--- config.mk ---
export PLATFORM = sky130hd
export DESIGN_NAME = ram_dp_param
export DESIGN_NICKNAME = d
export VERILOG_FILES = /design/src/rtl/ram_pkg.sv /design/src/rtl/ram_clr_seq.sv /design/src/rtl/ram_dp_param.sv
export SDC_FILE = /design/constraint.sdc
export NUM_CORES = 1
export LEC_CHECK = 0
export BUFFER_PORTS_ARGS = -buffer_cell sky130_fd_sc_hd__buf_2
export CAP_MARGIN = 20
export CELL_PAD_IN_SITES_DETAIL_PLACEMENT = 0
export CELL_PAD_IN_SITES_GLOBAL_PLACEMENT = 1
export CORE_ASPECT_RATIO = 1.75
export CORE_MARGIN = 2
export CORE_UTILIZATION = 45
export DETAILED_ROUTE_END_ITERATION = 10
export GPL_TIMING_DRIVEN = 0
export PLACE_DENSITY_LB_ADDON = 0.08
export SYNTH_ARGS = -nofsm -noshare
export SYNTH_HDL_FRONTEND = slang
export SYNTH_SLANG_ARGS = --single-unit
--- constraint.sdc ---
create_clock -name clk -period 1.9 [get_ports clk]
set_input_delay 0.285 -clock clk [delete_from_list [all_inputs] [get_ports clk]]
set_output_delay 0.285 -clock clk [all_outputs]
set_load 0.05 [all_outputs]
--- src/rtl/ram_pkg.sv ---
// ram_pkg: shared collision-mode and FSM-state definitions for ram_dp_param
package ram_pkg;
  typedef enum logic {RDW_READ_FIRST = 1'b0, RDW_WRITE_FIRST = 1'b1} rdw_mode_e;
  localparam logic [0:0] ST_CLEAR = 1'b0;
  localparam logic [0:0] ST_RUN   = 1'b1;
endpackage

--- src/rtl/ram_clr_seq.sv ---
// ram_clr_seq: CLEAR/RUN sequencer that sweeps zeros through every array address
module ram_clr_seq
  import ram_pkg::*;
#(
  parameter int ADDR_WIDTH = 4
)(
  input  logic                  clk,
  input  logic                  rstn,
  input  logic                  clr,
  output logic                  busy,
  output logic                  clr_we,
  output logic [ADDR_WIDTH-1:0] clr_addr
);
  logic [0:0]            state_q, state_d;
  logic [ADDR_WIDTH-1:0] cnt_q, cnt_d;
  logic                  last;
  assign last = &cnt_q;
  // leave CLEAR after the top address unless clr restarts the sweep; clr in RUN starts a new sweep
  always_comb begin
    state_d = (state_q == ST_CLEAR) ? ((last && !clr) ? ST_RUN : ST_CLEAR) : (clr ? ST_CLEAR : ST_RUN);
    cnt_d   = (state_q == ST_CLEAR && !clr && !last) ? cnt_q + 1'b1 : '0;
  end
  // state and sweep counter, forced back to the start of a sweep by reset
  always_ff @(posedge clk or negedge rstn) begin
    if (!rstn) begin
      state_q <= ST_CLEAR;
      cnt_q   <= '0;
    end else begin
      state_q <= state_d;
      cnt_q   <= cnt_d;
    end
  end
  assign busy     = (state_q == ST_CLEAR);
  assign clr_we   = busy;
  assign clr_addr = cnt_q;
endmodule

--- src/rtl/ram_dp_param.sv ---
// ram_dp_param: dual-port byte-enabled RAM with clear sweep and selectable read-during-write policy
module ram_dp_param
  import ram_pkg::*;
#(
  parameter int        ADDR_WIDTH = 4,
  parameter int        DATA_WIDTH = 8,
  parameter rdw_mode_e RDW_MODE   = RDW_READ_FIRST
)(
  input  logic                    clk,
  input  logic                    rstn,
  input  logic                    clr,
  input  logic                    we,
  input  logic [ADDR_WIDTH-1:0]   waddr,
  input  logic [DATA_WIDTH/8-1:0] wbe,
  input  logic [DATA_WIDTH-1:0]   data_in,
  input  logic                    re,
  input  logic [ADDR_WIDTH-1:0]   raddr,
  output logic [DATA_WIDTH-1:0]   data_out,
  output logic                    rvalid,
  output logic                    busy,
  output logic                    drop
);
  localparam int DEPTH  = 2**ADDR_WIDTH;
  localparam int NBYTES = DATA_WIDTH/8;
  logic [DATA_WIDTH-1:0] mem [DEPTH];
  logic                  clr_we;
  logic [ADDR_WIDTH-1:0] clr_addr;
  logic                  wr_acc, rd_acc;
  logic [DATA_WIDTH-1:0] wr_word, rd_word;
  logic [DATA_WIDTH-1:0] data_out_q, data_out_d;
  logic                  rvalid_q, rvalid_d, drop_q, drop_d;
  ram_clr_seq #(.ADDR_WIDTH(ADDR_WIDTH)) u_seq (
    .clk      (clk),
    .rstn     (rstn),
    .clr      (clr),
    .busy     (busy),
    .clr_we   (clr_we),
    .clr_addr (clr_addr)
  );
  assign wr_acc = we & ~busy;
  assign rd_acc = re & ~busy;
  // overlay the enabled bytes of the incoming write on the stored word
  always_comb begin
    wr_word = mem[waddr];
    for (int b = 0; b < NBYTES; b++) wr_word[8*b +: 8] = wbe[b] ? data_in[8*b +: 8] : wr_word[8*b +: 8];
  end
  assign rd_word = (RDW_MODE == RDW_WRITE_FIRST && wr_acc && waddr == raddr) ? wr_word : mem[raddr];
  // array has no reset: the sweep owns the write port while busy
  always_ff @(posedge clk) begin
    if (clr_we) mem[clr_addr] <= '0;
    else if (wr_acc) mem[waddr] <= wr_word;
  end
  // read data holds unless a read is accepted; refused accesses raise drop for one cycle
  always_comb begin
    data_out_d = rd_acc ? rd_word : data_out_q;
    rvalid_d   = rd_acc;
    drop_d     = (we | re) & busy;
  end
  // registered read port and status flags
  always_ff @(posedge clk or negedge rstn) begin
    if (!rstn) begin
      data_out_q <= '0;
      rvalid_q   <= 1'b0;
      drop_q     <= 1'b0;
    end else begin
      data_out_q <= data_out_d;
      rvalid_q   <= rvalid_d;
      drop_q     <= drop_d;
    end
  end
  assign data_out = data_out_q;
  assign rvalid   = rvalid_q;
  assign drop     = drop_q;
endmodule

==> qor.yml <==
run:
  max_cap_viol_count: 0
yosys:
  yosys_warnings: 0
  syn_inst: 368
  netlist_area_mm2: 0.00588
  synth-seq-cells: 143
  synthArstFlopShare: 0.105
  yosys_most_used_dff: "edfxtp_1"
  synth_edf_count: 128
  syn_nets: 391
  seq_area_frac_synth: 0.718
  avgSynthCellArea_um2: 16.0
  ys_types: 32
cts:
  clock_latency_ns: 0.42
  cts_root_buf: "clkbuf_16"
  cts.sinks: 143
  clkTransAtPathRegs_ns: 0.06
  cts-buffers-inserted: 17
  cts_max_level: 4
  cts_buffer_depth: 2
  cts_tree: "yes"
critical_path:
  r2r-end: "mem[3][6]$_DFFE_PP_"
  worstPathMaxFanout: 10
  end_kind: "register"
  ff2ff_path_depth: 5
  crit_start: "u_seq.state_q$_DFF_PN0_"
  endpoint: "mem[3][6]$_DFFE_PP_"
  r2r_start: "u_seq.state_q$_DFF_PN0_"
  cp.required_ns: 1.95
  crit_type: "register to register"
  cp.arrival_ns: 1.88
  r2r_slack_ns: 0.06
  worstSetupStartpointType: "register"
placement:
  io_buffers: 31
  place_inst: 570
  gp_congestion: 0.784
  dp_hpwl_um: 9100
pwr:
  power_density_mw_per_mm2: 1010
  peakVddDrop_mv: 0.594
  p_leak_nw: 2.75
timing:
  period_minus_slack_ns: 1.84
  maxSlewHeadroom: 0.582
  final.setup.tns_ns: 0
  fmax_ghz: 0.545
  rsz0062_at_grt: "yes"
  timing.final.crit_share: 0.966
  tightest_slew_ns: 0.626
  hold_viol: 0
  setup_violations: 0
  slew_violations: 0
  fin_skew_ns: 0.0105
floorplan:
  rows: 55
  io-pin-count: 33
  dieArea_mm2: 0.0140
  die_y_um: 155
  die_x_um: 90.4
  core_mm2: 0.0129
  initial_core_util: 0.457
routing:
  dr.pass1.iters: 5
  vias: 3249
  ant_nets: 0
  routedWlPerCell_um: 21.9
  vias_per_cell: 5.38
  finalWirelength_um: 13200
  drtIter0Drc: 205
  drc_errors: 0
hold_path:
  hp-class: "input pin to register"
final_layout:
  post-route-util: 0.542
  n_antenna_cell: 0
  final_common_cell: "edfxtp_1"
  layoutNonFillerInstCount: 604
  drive_gt1_frac: 0.273
  n_fill_cell: 1096
  final_cell_mix: "edfxtp_1, mux2i_1, buf_2"
  fin_nets: 443
  area_growth_pct: 18.7
global_routing:
  grt_pass1_wl_um: 19600
  grt_max_degree: 17
  grt_overflow: 0
  groute.usage.overall: 0.198
  antenna_found_initial: 0
  grt_pass1_vias: 3288
status:
  status: "finished, final reports clean"
critical path, cell delays in order, from the launching register on:
cell and delay, ns:
dfrtp_1 0.34, buf_6 0.13, and3_1 0.16, buf_6 0.14, a31oi_2 0.21, nor2_2 0.48
per-stage QoR:
stage / hold slack [ns] / area (um2) / power (mW) / setup slack [ns]
2_1_floorplan: -0.0106 / 5880 / 3.88 / 0.107
3_3_place_gp: 0.231 / 6250 / 4.02 / -0.224
6_report: 0.0248 / 6980 / 7.05 / 0.0644
4_1_cts: 0.0171 / 6910 / 7.08 / -0.0909
3_5_place_dp: 0.238 / 6250 / 4.03 / -0.256
5_1_grt: 0.0234 / 6980 / 7.26 / 0.00367
cells in the mapped netlist (3+ instances only):
library cell	number	area share
inv_1	5	0.0032
nor3_1	3	0.0026
edfxtp_1	128	0.65
dfrtp_1	15	0.064
nand4_1	8	0.0085
a31oi_4	3	0.011
mux2i_1	64	0.11
buf_2	5	0.0043
nor2_1	28	0.018
nand3_1	18	0.015
a22oi_1	25	0.032
and2_1	9	0.0096
and3_1	3	0.0032
nand2_1	25	0.016
buf_6	7	0.013
final cells by class:
class	count	area (um2)	area share
clock inverters	13	105	0.0151
repair buffers	33	185	0.0265
well taps	171	214	0.0307
inverters	5	18.8	0.00269
plain buffers	19	180	0.0258
clock buffers	19	453	0.0649
multi-input cells	201	1610	0.230
flip-flops and latches	143	4220	0.604
state kept, by name, indices dropped and copies added (netlist names):
register,count
data_out,8
drop,1
mem,128
rvalid,1
u_seq.clr_addr,4
u_seq.state_q,1
timing repair:
item	4_1_cts	5_1_grt
endpoints found under the hold margin	15	0
setup endpoints to repair	136	139
gates resized for setup	27	15
buffers inserted	0	1
hold buffers	1	0
pin swaps	0	2
metal layers:
metal	track usage	routed length (um)	vias up
met5	0	0	-
met3	0.0441	455	17
met4	0.0908	426	0
met2	0.367	7310	82
li1	-	-	1504
met1	0.215	5010	1646
cells by family (layout without fill, tap and decap cells):
group | Yosys count | count (layout) | synth area share
simple gates | 102 | 102 | 0.0855
mux | 64 | 64 | 0.109
xor+xnor | 2 | 2 | 0.00298
buf+inv | 24 | 89 | 0.0338
compound gates | 32 | 32 | 0.0489
fa+ha+maj | 1 | 1 | 0.00213
flops | 143 | 143 | 0.718
where the power goes:
group	switching (mW)	internal [mW]	total (mW)
sequential	0.0357	3.47	3.51
clock	1.30	1.76	3.06
combinational	0.326	0.164	0.490
worst min path at each step:
stage | startpoint | depth (start not counted) | to
floorplan | rstn | 0 | data_out[0]$_DFFE_PN0P_
global placement | rstn | 1 | u_seq.clr_addr[1]$_DFF_PN0_
detailed placement | rstn | 1 | u_seq.clr_addr[1]$_DFF_PN0_
CTS | clr | 2 | u_seq.state_q$_DFF_PN0_
global route | clr | 2 | u_seq.state_q$_DFF_PN0_
finish | clr | 2 | u_seq.state_q$_DFF_PN0_
Power figures use the tool's default switching activity.
